==> src/rtl/rv_pkg.sv <==
// Shared pipeline definitions: fetch FSM encoding, the canonical NOP word
// used to fill bubbles, and the default reset fetch address.
package rv_pkg;

    // Fetch FSM states.
    //   IDLE  : nothing outstanding, a request may be issued
    //   WAIT  : one request outstanding, its response will be used
    //   HOLD  : response parked in the hold buffer while decode stalls
    //   DRAIN : one request outstanding, its response will be dropped
    typedef enum logic [1:0] {
        IDLE  = 2'd0,
        WAIT  = 2'd1,
        HOLD  = 2'd2,
        DRAIN = 2'd3
    } fetch_state_t;

    // addi x0, x0, 0 -- also used by the flush logic of later stages.
    localparam logic [31:0] NOP_INST = 32'h0000_0013;

    // First fetch address after reset unless the stage overrides it.
    localparam logic [31:0] RESET_PC_DEFAULT = 32'h0000_0000;

endpackage

==> src/rtl/f_stage.sv <==
// Instruction fetch stage. Keeps the program counter, issues one
// instruction-memory read at a time and loads the IF/ID register that feeds
// the decode stage. Decode stalls freeze IF/ID; a redirect from execute
// flushes the stream (bubble = NOP, valid_out = 0) and restarts at the target.
//
// Instruction-memory handshake: imem_req is a one-cycle pulse with
// imem_addr valid in the same cycle; there is no ready, the memory must
// accept every pulse. Exactly one imem_rvalid pulse answers each request,
// one or more cycles later, with imem_rdata valid in that cycle. Only one
// request is ever outstanding. A request abandoned by reset is never
// answered as far as this stage is concerned; rvalid seen while nothing is
// outstanding is ignored.
module f_stage #(
    parameter logic [31:0] RESET_PC = rv_pkg::RESET_PC_DEFAULT,
    parameter logic [31:0] NOP_INST = rv_pkg::NOP_INST
) (
    input  logic                 clk,
    input  logic                 rst_n,
    input  logic                 stall,
    input  logic                 redirect,
    input  logic [31:0]          redirect_pc,
    output logic                 imem_req,
    output logic [31:0]          imem_addr,
    input  logic                 imem_rvalid,
    input  logic [31:0]          imem_rdata,
    output logic [31:0]          inst,
    output logic [31:0]          pc_out,
    output logic                 valid_out,
    output rv_pkg::fetch_state_t dbg_state
);

    import rv_pkg::*;

    // FSM state and fetch bookkeeping.
    fetch_state_t state_q;
    logic [31:0]  pc_q;          // next address to fetch
    logic [31:0]  fetch_pc_q;    // address of the outstanding request

    // Hold buffer; its "full" flag is the HOLD state itself.
    logic [31:0]  hold_inst_q;
    logic [31:0]  hold_pc_q;

    // IF/ID pipeline register.
    logic [31:0]  inst_q;
    logic [31:0]  pc_out_q;
    logic         valid_q;

    // Derived control.
    logic         req_outstanding;
    logic         deliver_mem;
    logic         deliver_hold;
    logic [31:0]  seq_pc;
    logic [31:0]  redirect_target;

    // Decode of the current state and the candidate next addresses.
    always_comb begin
        req_outstanding = (state_q == WAIT) || (state_q == DRAIN);
        // A wanted response goes straight to IF/ID when decode is not stalled.
        deliver_mem     = (state_q == WAIT) && imem_rvalid && !stall;
        // A parked response leaves the hold buffer once the stall drops.
        deliver_hold    = (state_q == HOLD) && !stall;
        // Sequential successor of the fetched word, wrapping at 2^32.
        seq_pc          = fetch_pc_q + 32'd4;
        // Low two bits of the target are ignored: fetches are word aligned.
        redirect_target = redirect_pc & 32'hFFFF_FFFC;
    end

    // Request pulse: only from IDLE, never in reset, and a redirect in the
    // same cycle wins so the stale pc is never fetched.
    assign imem_req  = rst_n && (state_q == IDLE) && !redirect;
    assign imem_addr = pc_q;

    assign inst      = inst_q;
    assign pc_out    = pc_out_q;
    assign valid_out = valid_q;
    assign dbg_state = state_q;

    // Fetch FSM together with pc, hold buffer and the IF/ID register.
    always_ff @(posedge clk or negedge rst_n) begin
        if (!rst_n) begin
            state_q     <= IDLE;
            pc_q        <= RESET_PC;
            fetch_pc_q  <= 32'h0;
            hold_inst_q <= 32'h0;
            hold_pc_q   <= 32'h0;
            inst_q      <= NOP_INST;
            pc_out_q    <= 32'h0;
            valid_q     <= 1'b0;
        end else if (redirect) begin
            // Redirect overrides stall: flush IF/ID, drop any parked word and
            // restart at the target. An in-flight request that is not being
            // answered this cycle still has to be drained.
            inst_q      <= NOP_INST;
            valid_q     <= 1'b0;
            pc_q        <= redirect_target;
            hold_inst_q <= 32'h0;
            hold_pc_q   <= 32'h0;
            if (req_outstanding && !imem_rvalid) begin
                state_q <= DRAIN;
            end else begin
                state_q <= IDLE;
            end
        end else begin
            // IF/ID update: deliver, bubble, or hold under stall.
            if (!stall) begin
                if (deliver_mem) begin
                    inst_q   <= imem_rdata;
                    pc_out_q <= fetch_pc_q;
                    valid_q  <= 1'b1;
                end else if (deliver_hold) begin
                    inst_q   <= hold_inst_q;
                    pc_out_q <= hold_pc_q;
                    valid_q  <= 1'b1;
                end else begin
                    inst_q   <= NOP_INST;
                    valid_q  <= 1'b0;
                end
            end

            // State transitions and fetch bookkeeping.
            case (state_q)
                IDLE: begin
                    // imem_req is high here; rvalid in IDLE is ignored.
                    fetch_pc_q <= pc_q;
                    state_q    <= WAIT;
                end
                WAIT: begin
                    if (imem_rvalid) begin
                        pc_q <= seq_pc;
                        if (stall) begin
                            hold_inst_q <= imem_rdata;
                            hold_pc_q   <= fetch_pc_q;
                            state_q     <= HOLD;
                        end else begin
                            state_q     <= IDLE;
                        end
                    end
                end
                HOLD: begin
                    // rvalid in HOLD is ignored; leave once the word is taken.
                    if (!stall) begin
                        state_q <= IDLE;
                    end
                end
                DRAIN: begin
                    if (imem_rvalid) begin
                        state_q <= IDLE;
                    end
                end
                default: begin
                    state_q <= IDLE;
                end
            endcase
        end
    end

endmodule

==> config.mk <==
export PLATFORM = sky130hd
export DESIGN_NAME = f_stage
export DESIGN_NICKNAME = d
export VERILOG_FILES = /design/src/rtl/rv_pkg.sv /design/src/rtl/f_stage.sv
export SDC_FILE = /design/constraint.sdc
export NUM_CORES = 1
export LEC_CHECK = 0
export ABC_AREA = 1
export CAP_MARGIN = 20
export CORE_MARGIN = 2
export CORE_UTILIZATION = 40
export CTS_BUF_LIST = sky130_fd_sc_hd__clkbuf_8
export DETAILED_ROUTE_END_ITERATION = 7
export DONT_BUFFER_PORTS = 1
export HOLD_SLACK_MARGIN = 0.02
export SLEW_MARGIN = 10
export SYNTH_ARGS = -nofsm -noshare
export SYNTH_HDL_FRONTEND = slang
export SYNTH_SLANG_ARGS = --single-unit
==> constraint.sdc <==
create_clock -name clk -period 1.62 [get_ports clk]
set_clock_uncertainty 0.05 [all_clocks]
set_input_delay 0.162 -clock clk [delete_from_list [all_inputs] [get_ports clk]]
set_output_delay 0.162 -clock clk [all_outputs]
set_load 0.05 [all_outputs]
======== Word level (Yosys, flattened, before mapping) ========
Index checks and enable logic that the tools add are counted.
cells by class
  $add $sub $neg .......................... 1
  equality and inequality tests ........... 7
  mux-type cells .......................... 28
  bitwise operators ....................... 2
  reduce and logical (&&, ||, !) cells .... 20
operators by type and width
  kind                     count
  $mux W32                 17
  $add A32 B3 Y32 const B  1
  $mux W2                  6
  $ne A3 B3 Y1 const B     3
  $reduce_and A3 Y1        3
  $pmux W2 S4              1
  $reduce_bool A2 Y1       4
  $logic_and A1 B1 Y1      6
  $eq A2 B2 Y1 const B     2
  $mux W1                  4
  $reduce_and A2 Y1        2
  $logic_not A1 Y1         3
  $eq A2 B1 Y1 const B     1
  $logic_not A2 Y1         1
  $ne A2 B1 Y1 const B     1
  $not A1 Y1               2
  $logic_or A1 B1 Y1       1
word-level totals
  flip-flop bits (word level) ............. 195
  input bits .............................. 69
  logic and storage cells ................. 66

======== Depth between registers and ports, before layout ========
Gate-level depths: netlist of run 1.
  depth in word-level cells ............... 6
  depth in mapped cells ................... 10
  mapped depth without buffers ............ 10

======== Worst setup path after synthesis of run 1 ========
Ideal clock, no wire load.
  path type ............................... reg2out
  start point ............................. register state_q[0], in the netlist dbg_state[0]
  end point ............................... output imem_req
  data arrival time ....................... 1.840 ns
  data required time ...................... 1.408 ns
  path slack .............................. -0.432 ns
  cell stages (with the launch flop) ...... 6
  path buffers ............................ 2
  path through ............................ dfrtp_1 -> inv_1 -> nand3_1 -> buf_2 -> buf_1 -> nor2_1
between the ends
  word-level cells in the longest chain between the ends .. 3
ends and longest elaborated chain
  what                               line            source
  from (decl)                        f_stage.sv:35   fetch_state_t state_q;
  from (signal assigned)             f_stage.sv:81   state_q <= IDLE;
  from (signal assigned)             f_stage.sv:99   state_q <= DRAIN;
  from (signal assigned)             f_stage.sv:101  state_q <= IDLE;
  $logic_not A2 Y1                   f_stage.sv:70   assign imem_req = rst_n && (state_q == IDLE) && !redirect;
  $logic_and A1 B1 Y1 (2 in series)  f_stage.sv:70
  to (decl)                          f_stage.sv:22   output logic imem_req,
No other way between the ends.

======== Worst setup path in the final report of run 1 ========
  start point ............................. register state_q[1], in the netlist dbg_state[1]
  end point ............................... register pc_out_q[11], in the netlist pc_out[11]
between the ends
  word-level cells in the longest chain between the ends .. 5
  elaborated cells on any way between the ends .. 8
  those cells by class .................... eq/ne (2); mux (1); reduce/logical (5)
ends and longest elaborated chain
  what                               line            source
  $eq A2 B1 Y1                       f_stage.sv:59   deliver_mem = (state_q == WAIT) && imem_rvalid && !stall;
  $logic_and A1 B1 Y1 (2 in series)  f_stage.sv:59
  $reduce_bool A2 Y1 (no line)       -
  $reduce_and A3 Y1 (no line)        -
  to (signal assigned)               f_stage.sv:108  pc_out_q <= fetch_pc_q;
  to (signal assigned)               f_stage.sv:112  pc_out_q <= hold_pc_q;
  to (decl)                          f_stage.sv:45   logic [31:0] pc_out_q;
Several ways; a longest one is shown, not always the timed one.
A chain may end at the register's enable or synchronous reset.

==> reports/qor.csv, run 1 <==
metric;value;unit
htree_levels;4;
yosysWarnings;0;
crit_type;reg -> reg;
ant_nets;0;
die_w;154.3;um
crit_family;buffers and inverters;
worst_path_largest_cell_delay;0.44;ns
hpwl;17910;um
num-nets-final;1437;
die_h;154.3;um
async_flop_share;100.0;%
vias;8980;
drt_iter0_drc;771;
min_period;1.861;ns
violations;negative hold slack, negative setup slack;
synth_nets;1220;
pin_count;169;
period_share;114.9;%
syn_area;9031;um2
dieArea;23800;um2
critical_path_arrival;2.19;ns
grtUsageTotal;25.04;%
wl_met2;15620;um
ir_drop;0.7955;mV
area_growth;48.39;%
gr-total-overflow;0;
path_depth;11;
core-area;22030;um2
yosysTopAreaCell;dfrtp_1;
worstPathCellList;inv_2, buf_6, nand2_4, nor2_4, nand2_4, a21oi_4, clkinv_4, buf_12, buf_8, nand2_2, o21ai_1;
regArea;4891;um2
yosysSeqAreaShare;54.07;%
placed_cell_area;10100;um2
synthDistinctLibCells;30;
final_hold_viol_count;195;
powerDensity;1291;nW/um2
leakagePower;6.170;nW
r2r_cells;11;
cpMostUsedCell;nand2_4;
drv_cap;0;
fillers;1855;
via_per_inst;5.410;
clk_path_buf_depth;2;
tritoncts;done;
cts_inserted_buffers;17;
diodes;0;
cp_slowest_cell;dfrtp_2;
rows;54;
rsz0062_at_grt;yes;
tns;-19.78;ns
yosys-top-cells-area;dfrtp_1, nand2_1, o21ai_0;
status;complete, but fails checks;
cp_num_buf_inv;5;
wl_met3;2227;um
port_buffers;0;
maxSlewHeadroom;54.97;%
first_pass_iters;5;
drive_above_1_share;28.84;%
multi_input_area;4360;um2
drc;0;
max_slew.worst_pin.slew;0.6732;ns
max_freq;537.3;MHz
slew_violations;0;
grt_pass1_wl;47080;um
grt_max_degree;197;
root_buffer;clkbuf_8;
cp-startpoint;dbg_state[1];
synthTopCellsByCount;nand2_1, dfrtp_1, o21ai_0;
syn-instance-count;1150;
antenna_found_initial;0;
hp-class;in -> async;
routed_wl;32450;um
cp-endpoint;pc_out[11];
critical_path.max_fanout;5;
gp_congestion;0.8778;
startpoint_type;flop;
clk_pin_slew;0.12;ns
synthMostInstantiatedCell;nand2_1;
crit_path_end_kind;flop;
synth_flop_cell;dfrtp_1;
rrSetupSlack;-0.24;ns
clock-sinks;195;
drt-met1-wl;13780;um
synth.ff_latch_count;195;
top_layer_used;met4;
dpl_worst_slack;-0.02520;ns
syn_area_per_cell;7.853;um2
clk_latency;0.49;ns
grt_pass1_vias;8596;
r2r-end;pc_out[11];
required;1.94;ns
start_util;41.00;%
r2r_start;dbg_state[1];
synth.top_cell.area_share;53.20;%
synth_edf_count;0;
setup_violations;155;
total_power;17.30;mW
fin_hold_ws;-0.6890;ns
detail_route.wl_per_cell;19.55;um
layout_setup_ws;-0.2413;ns
final_area;13400;um2
state kept, by name, indices dropped and copies added (netlist names):
name         flops
dbg_state        2
valid_out        1
hold_inst_q     32
imem_addr       32
hold_pc_q       32
inst            32
fetch_pc_q      32
pc_out          32
layer usage:
| layer | vias up | track usage (%) |
|---|---|---|
| li1 | 4148 | - |
| met1 | 4380 | 34.06 |
| met2 | 387 | 41.11 |
| met3 | 65 | 5.156 |
| met4 | 0 | 6.614 |
| met5 | - | 0 |
cells in the final DEF (no fill, tap or decap), types with 3 or more instances in the layout:
cell type / synthesis / layout
dfrtp_2: 0 / 6
clkbuf_16: 0 / 12
buf_4: 3 / 96
nor3_1: 3 / 3
dfrtp_1: 192 / 186
dfstp_2: 3 / 3
nand3_2: 0 / 27
a21oi_1: 16 / 16
inv_2: 6 / 3
nor2_4: 1 / 11
dlygate4sd3_1: 0 / 93
o211ai_1: 5 / 5
buf_16: 0 / 3
inv_6: 0 / 4
nand3_1: 101 / 66
inv_8: 0 / 4
nand3_4: 0 / 8
nand2_8: 0 / 3
buf_8: 0 / 6
nor2_1: 115 / 95
clkinv_8: 0 / 7
nand2_2: 2 / 26
nand4_1: 3 / 3
clkinv_4: 0 / 5
a31oi_1: 4 / 4
buf_12: 0 / 26
o21ai_0: 135 / 48
clkbuf_8: 0 / 17
buf_6: 0 / 21
inv_1: 99 / 97
o21ai_1: 60 / 72
o22ai_2: 0 / 3
o21ai_2: 0 / 73
nand2_4: 0 / 8
nor2_2: 2 / 12
nand2_1: 326 / 291
worst min-delay path by stage:
stage                from  cells past startpoint  slack (ns)               to
floorplan           rst_n                      0       -0.18     dbg_state[0]
global placement    rst_n                      0       -0.17        pc_out[8]
detailed placement  rst_n                      0       -0.17        pc_out[9]
CTS                 rst_n                      0       -0.72  hold_inst_q[13]
global route        rst_n                      0       -0.71        pc_out[8]
finish              rst_n                      0       -0.69        pc_out[8]
stage by stage:
stage | std cells | hold WS (ns) | utilization, %
2_1_floorplan | 1150 | -0.1836 | -
3_3_place_gp | 1475 | -0.1708 | 45.86
3_5_place_dp | 1475 | -0.1718 | 45.86
4_1_cts | 1621 | -0.7186 | 54.16
5_1_grt | 1660 | -0.7104 | 60.84
6_report | 1660 | -0.6890 | 60.84
power breakdown:
| group | total [mW] | internal (mW) | switching [mW] | leakage (nW) |
|---|---|---|---|---|
| sequential | 7.99 | 5.82 | 2.17 | 2.56 |
| combinational | 6.02 | 2.47 | 3.55 | 3.40 |
| clock | 3.29 | 1.19 | 2.10 | 0.207 |
worst register-to-register path, cell delays in order, from the launching register on:
cell	delay, ns
dfrtp_2	0.44
inv_2	0.08
buf_6	0.10
nand2_4	0.05
nor2_4	0.16
nand2_4	0.09
a21oi_4	0.22
clkinv_4	0.14
buf_12	0.16
buf_8	0.14
nand2_2	0.05
o21ai_1	0.07
layout make-up:
class                      count  area share (%)
sequential                   195           36.50
tap                          280           2.614
clock inverter                15           1.335
inverter                     105           3.221
multi-input combinational    788           32.54
timing repair inverter         1         0.06535
timing repair buffer         259           21.99
clock buffer                  17           1.746
cells by family after synthesis:
kind of cell	Yosys count	synth area share [%]
buf+inv	167	7.343
flops	195	54.07
mux	2	0.2494
compound gates	229	13.20
xor+xnor	3	0.2910
simple gates	553	24.70
fa+ha+maj	1	0.1385
timing repair:
action                                  CTS  global route
endpoints found under the setup margin   26           162
setup buffers                            18            22
endpoints found under the hold margin   313           207
hold buffers                             92             1
cloned                                    6            17
pin swaps                                13            38
resized for setup                        69           294
(Power assumes the default switching activity.)
==> inputs of run 2 (changes only) <==
--- a/config.mk
+++ b/config.mk
@@ -5,13 +5,13 @@
 export SDC_FILE = /design/constraint.sdc
 export NUM_CORES = 1
 export LEC_CHECK = 0
-export ABC_AREA = 1
 export CAP_MARGIN = 20
 export CORE_MARGIN = 2
 export CORE_UTILIZATION = 40
 export CTS_BUF_LIST = sky130_fd_sc_hd__clkbuf_8
 export DETAILED_ROUTE_END_ITERATION = 7
 export DONT_BUFFER_PORTS = 1
+export GPL_TIMING_DRIVEN = 0
 export HOLD_SLACK_MARGIN = 0.02
 export SLEW_MARGIN = 10
 export SYNTH_ARGS = -nofsm -noshare
==> reports/qor.csv, run 2 <==
metric;value;unit
status;complete, but fails checks;
violations;negative hold slack, negative setup slack;
clk_pin_slew;0.13;ns
yosysWarnings;0;
gp_congestion;0.7936;
yosysTopAreaCell;dfrtp_1;
htree_levels;4;
synth_nets;960;
pwr-share-comb;29.3;%
p_clk_share;20.7;%
crit_path_end_kind;flop;
critical_path_arrival;2.34;ns
drv_cap;0;
powerDensity;1226;nW/um2
fin_hold_ws;-0.6946;ns
die_w;152.5;um
final_common_cell;dfrtp_1;
rsz0062_at_grt;yes;
sw_frac_of_total;41.71;%
period_share;126.1;%
syn-instance-count;890;
yosysSeqAreaShare;55.38;%
tns;-53.90;ns
regArea;4897;um2
ir_drop;0.6029;mV
max_freq;489.5;MHz
synth_flop_cell;dfrtp_1;
maxSlewHeadroom;47.43;%
min_period;2.043;ns
cts_inserted_buffers;17;
holdBufCountCts;64;
fillers;1790;
diodes;0;
synth.ff_latch_count;195;
fin_cells;1338;
critical_path.max_fanout;10;
tritoncts;done;
drive_above_1_share;43.76;%
synthTopCellsByCount;nand2_1, dfrtp_1, a21oi_1;
vias;7451;
synthMostInstantiatedCell;nand2_1;
rows;54;
drc;0;
hp-class;in -> async;
routed_wl;28710;um
required;1.92;ns
drt_iter0_drc;403;
gr-total-overflow;0;
pwr-share-seq;50.0;%
synth_edf_count;0;
yosys-top-cells-area;dfrtp_1, nand2_1, a21oi_1;
clk_path_buf_depth;2;
clock-sinks;195;
leakagePower;5.278;nW
startpoint_type;flop;
hpwl;16500;um
grt_pass1_vias;7530;
layout_setup_ws;-0.4228;ns
total_power;15.85;mW
die_h;152.5;um
final_hold_viol_count;195;
core-area;21760;um2
syn_area_per_cell;9.908;um2
multi_input_area;4845;um2
p_int;9.238;mW
root_buffer;clkbuf_8;
slew_violations;0;
start_util;40.53;%
synth.top_cell.area_share;54.48;%
detail_route.wl_per_cell;21.45;um
setup_violations;191;
dieArea;23250;um2
first_pass_iters;5;
power.switching;6.611;mW
port_buffers;0;
grt_pass1_wl;43350;um
clk_latency;0.47;ns
synthDistinctLibCells;45;
dp_cells;1170;
async_flop_share;100.0;%
max_slew.worst_pin.slew;0.7885;ns
antenna_found_initial;0;
crit_type;reg -> reg;
final_cell_mix;dfrtp_1, nand2_1, a21oi_2;
area_growth;46.58;%
grtUsageTotal;23.69;%
pin_count;169;
num-nets-final;1115;
via_per_inst;5.569;
syn_area;8818;um2
ant_nets;0;
grt_max_degree;197;
run 2: cell count changes after synthesis, moves of 83 or more:
cell,delta
nand3_1,-83
nor2_1,-88
o21ai_0,-118
a21oi_1,+95
inv_1,-95
nand2_1,-93
run 2: path summary, 6_finish.rpt:
check	startpoint	to	slack (ns)	depth (start not counted)
max	dbg_state[1]	pc_out[13]	-0.42	8
min	rst_n	inst[19]	-0.69	0
max reg2reg	dbg_state[1]	pc_out[13]	-0.42	8
min reg2reg	hold_pc_q[0]	hold_pc_q[0]	0.48	2
max in group asynchronous	rst_n	dbg_state[1]	1.74	0
min in group clk	redirect	pc_out[31]	0.05	3
run 2: metrics by stage:
stage	hold WS [ns]	utilization [%]	setup WS [ns]	cell area (um2)
floorplan	-0.1836	-	-0.2492	8876
global placement	-0.1772	42.41	-0.8459	9226
detailed placement	-0.1784	42.41	-0.8525	9226
CTS	-0.7244	55.34	-0.3866	12040
global route	-0.7341	59.41	-0.4645	12930
finish	-0.6946	59.41	-0.4228	12930
run 2: cell type report:
| class | count | area share, % |
|---|---|---|
| sequential | 195 | 37.89 |
| multi-input combinational | 623 | 37.48 |
| timing repair buffer | 136 | 13.17 |
| buffer | 68 | 5.430 |
| tap | 280 | 2.710 |
| clock buffer | 17 | 1.810 |
| clock inverter | 15 | 1.394 |
| inverter | 4 | 0.1162 |
run 2: kinds of logic after synthesis:
logic type	Yosys count	share of synthesized area, %
adder cells (fa/ha/maj)	1	0.1419
multiplexers	66	7.917
buffers and inverters	73	4.029
flip-flops	195	55.38
AND/OR/NAND/NOR	317	15.45
AO/OA/AOI/OAI	211	14.40
XOR/XNOR	27	2.682
run 2: repair_timing:
item,CTS,global route
setup buffers,46,19
pin swaps,106,57
gates resized for setup,277,229
gates cloned,15,7
setup endpoints to repair,194,192
endpoints found under the hold margin,293,195
run 2: power by group through the flow:
stage          combinational (mW)  sequential (mW)  clock [mW]
2_1_floorplan                2.06             7.64           0
3_3_place_gp                 2.54             7.96           0
3_5_place_dp                 2.58             7.98           0
4_1_cts                      4.09             7.86        3.32
5_1_grt                      4.98             8.04        3.53
6_report                     4.64             7.93        3.28
run 2: critical path, stage by stage, from the launching register on:
cell and delay, ns:
dfrtp_4 0.61, and3b_1 0.28, buf_6 0.11, a21oi_2 0.04, or3_4 0.38, buf_12 0.17, buf_12 0.15, nand2_2 0.06
o21ai_1 0.07
run 2: per-layer routing:
| metal | track usage (%) | share of wire (%) |
|---|---|---|
| met5 | 0 | 0 |
| met1 | 32.75 | 43 |
| met2 | 37.39 | 48 |
| met4 | 7.363 | 2.4 |
| met3 | 5.404 | 6.4 |
